### src/rtl/jeff_serial_pkg.sv
// Shared definitions for the jeff serial link (transmitter and future receiver):
// FSM state encodings, frame data width and a baud-counter width helper.
package jeff_serial_pkg;

    localparam int unsigned DATA_BITS = 8;

    typedef enum logic [2:0] {
        ST_IDLE   = 3'd0,
        ST_START  = 3'd1,
        ST_DATA   = 3'd2,
        ST_PARITY = 3'd3,
        ST_STOP   = 3'd4
    } state_e;

    // Counter width for a bit period of clks cycles, never less than one bit.
    function automatic int unsigned baud_cnt_width(input int unsigned clks);
        return (clks > 2) ? $clog2(clks) : 1;
    endfunction

endpackage

### src/rtl/jeff_baud_tick.sv
// Bit-period timer: counts clock cycles and emits a one-cycle tick on the last
// cycle of each bit period. clear holds the count at zero so a bit period
// starts cleanly on the cycle after clear drops.
module jeff_baud_tick
    import jeff_serial_pkg::*;
#(
    parameter int unsigned CLKS_PER_BIT = 4
) (
    input  logic clk,
    input  logic rst,
    input  logic clear,
    output logic tick
);

    localparam int unsigned CntW = baud_cnt_width(CLKS_PER_BIT);
    localparam logic [CntW-1:0] LastCnt = CntW'(CLKS_PER_BIT - 1);

    logic [CntW-1:0] cnt_q, cnt_d;

    // Tick on the last cycle of a period; the counter wraps so the next bit starts at 0.
    always_comb begin
        tick  = (cnt_q == LastCnt);
        cnt_d = (clear || tick) ? '0 : cnt_q + CntW'(1);
    end

    // Counter register.
    always_ff @(posedge clk) begin
        if (rst) begin
            cnt_q <= '0;
        end else begin
            cnt_q <= cnt_d;
        end
    end

endmodule

### src/rtl/jeff_serial_tx_8bit.sv
// 8-bit parallel-in, serial-out frame transmitter.
// Frame: start(0), 8 data bits LSB first, optional even parity, stop(1).
// Build option: define JEFF_SERIAL_TX_PARITY_EN to insert the parity bit.
module jeff_serial_tx_8bit
    import jeff_serial_pkg::*;
#(
    parameter int unsigned CLKS_PER_BIT = 4
) (
    input  logic       clk,
    input  logic       rst,
    input  logic [7:0] data_in,
    input  logic       load_valid,
    output logic       load_ready,
    output logic       sdo,
    output logic       busy,
    output logic       done
);

    localparam int unsigned BitCntW = $clog2(DATA_BITS);
    localparam logic [BitCntW-1:0] LastBit = BitCntW'(DATA_BITS - 1);

    state_e               state_q, state_d;
    logic [DATA_BITS-1:0] shreg_q;
    logic [BitCntW-1:0]   bitcnt_q;
    logic                 done_q;
    logic                 tick;
    logic                 load;
`ifdef JEFF_SERIAL_TX_PARITY_EN
    logic                 parity_q;
`endif

    assign load = load_valid && load_ready;

    // Counter is held clear in IDLE so START gets a full bit period after the handshake.
    jeff_baud_tick #(
        .CLKS_PER_BIT (CLKS_PER_BIT)
    ) u_baud_tick (
        .clk   (clk),
        .rst   (rst),
        .clear (state_q == ST_IDLE),
        .tick  (tick)
    );

    // State register.
    always_ff @(posedge clk) begin
        if (rst) begin
            state_q <= ST_IDLE;
        end else begin
            state_q <= state_d;
        end
    end

    // Next-state logic: each non-idle state advances on the bit-period tick.
    always_comb begin
        state_d = state_q;
        case (state_q)
            ST_IDLE:  if (load_valid) state_d = ST_START;
            ST_START: if (tick) state_d = ST_DATA;
            ST_DATA: begin
                if (tick && (bitcnt_q == LastBit)) begin
`ifdef JEFF_SERIAL_TX_PARITY_EN
                    state_d = ST_PARITY;
`else
                    state_d = ST_STOP;
`endif
                end
            end
`ifdef JEFF_SERIAL_TX_PARITY_EN
            ST_PARITY: if (tick) state_d = ST_STOP;
`endif
            ST_STOP:  if (tick) state_d = ST_IDLE;
            default:  state_d = ST_IDLE;
        endcase
    end

    // Datapath: byte capture, shifting, bit counting and the registered done pulse.
    always_ff @(posedge clk) begin
        if (rst) begin
            shreg_q  <= '0;
            bitcnt_q <= '0;
            done_q   <= 1'b0;
`ifdef JEFF_SERIAL_TX_PARITY_EN
            parity_q <= 1'b0;
`endif
        end else begin
            done_q <= (state_q == ST_STOP) && tick;
            if (load) begin
                shreg_q  <= data_in;
                bitcnt_q <= '0;
`ifdef JEFF_SERIAL_TX_PARITY_EN
                parity_q <= ^data_in;
`endif
            end else if ((state_q == ST_DATA) && tick) begin
                shreg_q  <= shreg_q >> 1;
                bitcnt_q <= bitcnt_q + BitCntW'(1);
            end
        end
    end

    // Outputs decoded from the current state.
    always_comb begin
        load_ready = (state_q == ST_IDLE);
        busy       = (state_q != ST_IDLE);
        done       = done_q;
        case (state_q)
            ST_START:  sdo = 1'b0;
            ST_DATA:   sdo = shreg_q[0];
`ifdef JEFF_SERIAL_TX_PARITY_EN
            ST_PARITY: sdo = parity_q;
`endif
            default:   sdo = 1'b1;
        endcase
    end

endmodule

### config.mk
export PLATFORM = sky130hd
export DESIGN_NAME = jeff_serial_tx_8bit
export DESIGN_NICKNAME = d
export VERILOG_FILES = /design/src/rtl/jeff_serial_pkg.sv /design/src/rtl/jeff_baud_tick.sv /design/src/rtl/jeff_serial_tx_8bit.sv
export SDC_FILE = /design/constraint.sdc
export NUM_CORES = 1
export LEC_CHECK = 0
export ABC_AREA = 1
export CORE_MARGIN = 3
export CORE_UTILIZATION = 54
export CTS_CLUSTER_DIAMETER = 60
export CTS_CLUSTER_SIZE = 40
export DETAILED_ROUTE_END_ITERATION = 12
export PLACE_DENSITY_LB_ADDON = 0.12
export SLEW_MARGIN = 10
export SYNTH_ARGS = -nofsm -noshare
export SYNTH_HDL_FRONTEND = slang
export SYNTH_SLANG_ARGS = --single-unit
### constraint.sdc
create_clock -name clk -period 3.7 [get_ports clk]
set_clock_uncertainty 0.15 [all_clocks]
set_input_delay 0.74 -clock clk [delete_from_list [all_inputs] [get_ports clk]]
set_output_delay 0.74 -clock clk [all_outputs]
set_load 0.02 [all_outputs]
### Word level (Yosys, flattened, before mapping)

Index checks and enable logic that the tools add are counted.

| word-level totals | value |
|---|---|
| register bits | 17 |
| word-level logic and storage cells | 35 |
| output and inout bits | 4 |

| operators by class | value |
|---|---|
| multiplexer cells | 8 |
| equal/unequal tests | 9 |
| reductions and logical operators | 11 |
| add/subtract/negate cells | 2 |

Operators with widths:

| kind | count |
|---|---|
| 2-to-1 mux 8 bit | 2 |
| 2-to-1 mux 3 bit | 4 |
| one-hot mux 3 bit (4 select lines) | 1 |
| != test 2 bit (second input constant) | 4 |
| equality test 3 bit (second input constant) | 2 |
| logical AND 1 bit | 4 |
| AND reduction 4 bit | 1 |
| OR reduction 2 bit | 2 |
| adder 3 x 1 -> 3 bit (second input constant) | 1 |
| equality test 3 x 1 -> 1 bit (second input constant) | 1 |
| equality test 3 x 2 -> 1 bit (second input constant) | 1 |
| zero test 3 bit | 1 |
| nonzero test 3 bit | 1 |
| adder 2 x 1 -> 2 bit (second input constant) | 1 |
| equality test 2 bit (second input constant) | 1 |
| one-hot mux 1 bit (2 select lines) | 1 |
| nonzero test 2 bit | 1 |
| logical OR 1 bit | 1 |

### Longest topological paths before layout

| depth | value |
|---|---|
| depth after elaboration | 4 |
| depth in mapped cells | 9 |
| gate-level depth less buffers | 9 |

### Hierarchy

A second synthesis with hierarchy kept.

| second synthesis, totals | value |
|---|---|
| cells, all modules | 122 |
| area total of the unflattened synthesis | 992.2 µm² |

By module, submodules not included:

| module | area an instance (µm²) | instances | seq. area each (µm²) | cells an instance |
|---|---|---|---|---|
| jeff_serial_tx_8bit | 917.1 | 1 | 300.3 | 113 |
| jeff_baud_tick | 75.1 | 1 | 40.0 | 9 |

### Worst setup path after synthesis

Ideal clock, no wire load.

| timing path | value |
|---|---|
| kind | reg2out |
| start point | register state_q[1] |
| end point | output port load_ready |
| path slack | 1934 ps |
| data arrival time | 876 ps |
| cell stages (with the launch flop) | 5 |
| cell sequence | dfxtp_1 -> nor2_4 -> buf_6 -> nand2_2 -> inv_2 |

| on the way | value |
|---|---|
| word-level cells in the longest chain between the ends | 1 |

Ends and longest elaborated chain:

| what | line | RTL |
|---|---|---|
| start, declared | jeff_serial_tx_8bit.sv:22 | `state_e state_q, state_d;` |
| start signal, assigned | jeff_serial_tx_8bit.sv:49 | `state_q <= state_d;` |
| zero test 3 bit | jeff_serial_tx_8bit.sv:102 | `load_ready = (state_q == ST_IDLE);` |
| end, declared | jeff_serial_tx_8bit.sv:13 | `output logic load_ready,` |

No other way between the ends.

### Worst setup path in the final report

| timing path | value |
|---|---|
| start point | register state_q[2] |
| end point | output port sdo |

| on the way | value |
|---|---|
| word-level cells in the longest chain between the ends | 2 |
| elaborated cells between the ends (all ways) | 3 |

Ends and longest elaborated chain:

| what | line | RTL |
|---|---|---|
| equality test 3 x 2 -> 1 bit / equality test 3 x 1 -> 1 bit (equally long branches) | jeff_serial_tx_8bit.sv:105 | `case (state_q)` |
| one-hot mux 1 bit (2 select lines) * | jeff_serial_tx_8bit.sv:105 |  |
| end, declared | jeff_serial_tx_8bit.sv:14 | `output logic sdo,` |

Every way passes the cells marked *; elsewhere a longest branch is shown, timed or not.

==> results.toml <==
[timing]
setup_viol = 0
fin_crit_sh_pct = 73.2
rsz0062_at_grt = "no"
min_period_ns = 2.71
tightest_slew_ns = 0.414
setup_tns_ns = 0
hold_viol_final = 0
slew_headroom_pct = 72.3
final_max_slew_viol_count = 0
clock.fmax_mhz = 369

[detailed_routing]
drt-total-wl_microns = 1600
antenna_left = 0
dr.pass1.iters = 4
viasPerCell = 5.16
route.met3.wl_microns = 61
top_layer = "met4"
m1WireLength_microns = 795
met2_length_microns = 694
drcViolationCount = 0
wl_per_cell_microns = 10.4
drt_iter0_drc = 3
routed-via-count = 795

[flow_run]
maxCapViolCount = 0

[floorplan]
io_pins = 15
die-area_sq_um = 2180
die_h_microns = 46.7
die_x_microns = 46.7
num_rows = 14
core_area_sq_um = 1540
start_util_pct = 58.1

[worst_setup_path]
worstSetupEndpointType = "output port"
worstSetupPathType = "register to output port"
critPathArrivalTime_ns = 1.82
worstReg2RegStart = "state_q[2]"
r2r_end = "shreg_q[5]"
rr_worst_depth = 6
r2r_slack_ns = 2.17
cp-start-kind = "register"
worstPathMaxFanout = 12
cp.required_ns = 2.81

[final_layout]
diodes = 0
instances_no_fill = 154
multi_input_area_sq_um = 435
nFillCells = 134
seqCellArea_sq_um = 340
final_layout_size_suffix_gt1_share_pct = 9.42
fin_nets = 153
area_growth_pct = 17.7

[place]
hpwl_microns = 1210
gp_congestion = 0.816
placed_cells = 150
io_buffers = 14

[grt]
grt_max_degree = 13
groute.usage.overall_pct = 18.4
grt_pass1_vias = 697
grt_pass1_wl_microns = 2880
grt_antenna_before_repair = 0
grt-ovfl-total = 0

[yosys]
postSynthAreaPerCell_sq_um = 7.22
ys_seq_elements = 17
async_reset_ff_share_pct = 0
yosysUniqueCellTypes = 22
seq_area_frac_synth_pct = 38.0
synth_cells = 124
yosys_warnings = 0
synthFlopType = "dfxtp_1"
synth_area_sq_um = 896
syn_nets = 138
synth_edf_count = 0

[pwr]
peakVddDrop_uv = 485
pwr_density_cell_nw_per_um2 = 630
power_uw = 664
power_leakage_uw = 0.000468

[min_path]
min_from = "u_baud_tick.cnt_q[0]"
hold_end = "u_baud_tick.cnt_q[0]"
hold_depth = 1
worstHoldPathType = "register to register"

[cts]
cts.root.buffer_cell = "clkbuf_4"
cts_sinks = 17
path_clk_slew_ns = 0.10
insertion_delay_ns = 0.29
post-cts-setup-buffers = 0
cts_max_path_buffers = 2
cts_made_buffers = 3
cts_hold_buf = 0
cts_tree = "built"
cts_resized = 0
ctsHtreeMaxLevel = 1

[outcome]
outcome = "finished clean"
## power by group
| group | internal [uW] | switching, uW | leakage [uW] |
|---|---|---|---|
| sequential | 221 | 26.6 | 0.000139 |
| clock | 42.0 | 58.0 | 0.0000150 |
| combinational | 124 | 193 | 0.000315 |
## how the worst max path moves through the flow
stage	from	endpoint	slack, ns
2_1_floorplan	state_q[1]	load_ready	1.93
3_3_place_gp	state_q[2]	sdo	1.34
3_5_place_dp	state_q[2]	sdo	1.31
4_1_cts	state_q[2]	sdo	0.98
5_1_grt	state_q[2]	sdo	0.85
6_report	state_q[2]	sdo	0.99
## cells in the mapped netlist, types with 2 or more instances
master,count,area (sq um)
nand2_2,2,12.5
nor2_1,5,18.8
nand3_2,2,20.0
nand2_1,24,90.1
nand3_1,16,80.1
inv_2,2,7.51
inv_1,21,78.8
a21oi_1,13,65.1
nand4_1,8,50.1
ha_1,3,37.5
dfxtp_1,17,340
## cells by family after synthesis
logic type	after synthesis	share of synthesized area (%)
xor gates and xnor gates	1	0.978
adders and majority gates	3	4.19
and+or+nand+nor	61	35.3
buffers and inverters	28	13.4
AOI/OAI and AO/OA	14	8.10
DFF	17	38.0
## critical path: stages, from the launching register on
cell	delay [ns]
dfxtp_1	0.34
inv_1	0.32
nand3_1	0.19
o21a_1	0.15
clkdlybuf4s50_1	0.53
## per-layer routing
layer | up-vias | GRT usage, %
met5 | - | 0
met4 | 0 | 11.6
met3 | 7 | 4.21
met2 | 15 | 26.9
met1 | 341 | 24.4
li1 | 432 | -
## cells in the final DEF, fill, tap and decap left out
cell type and count:
nand2_1 24, inv_1 21, dfxtp_1 17, nand3_1 16, clkdlybuf4s50_1 14, a21oi_1 13, nand4_1 8, nor2_1 5
ha_1 3, clkbuf_4 3, nand2_2 2, inv_2 2, nand3_2 2, o21a_1 1, nor2_4 1, nand3_4 1
nand2_4 1, inv_4 1, xor2_1 1, nor3_1 1, clkbuf_1 1
## flip-flops by register name (all words and copies together) (netlist names)
name / count
bitcnt_q: 3
done: 1
shreg_q: 8
u_baud_tick.cnt_q: 2
state_q: 3
## area by class of cell
type,count,share of cell area [%]
timing repair buffer,14,13.3
sequential,17,32.3
tap,16,1.90
multi-input combinational,79,41.3
inverter,24,8.78
clock buffer,4,2.49
## through the flow
step	area [sq um]	hold WS [ns]	util, %	setup WS [ns]
after floorplan	896	0.249	-	1.93
after global placement	1030	0.256	66.7	1.34
after detailed placement	1030	0.261	66.7	1.31
after CTS	1050	0.275	68.4	0.981
after global routing	1050	0.292	68.4	0.850
final	1050	0.274	68.4	0.990
Note: power is estimated with default switching activity, not from simulation.
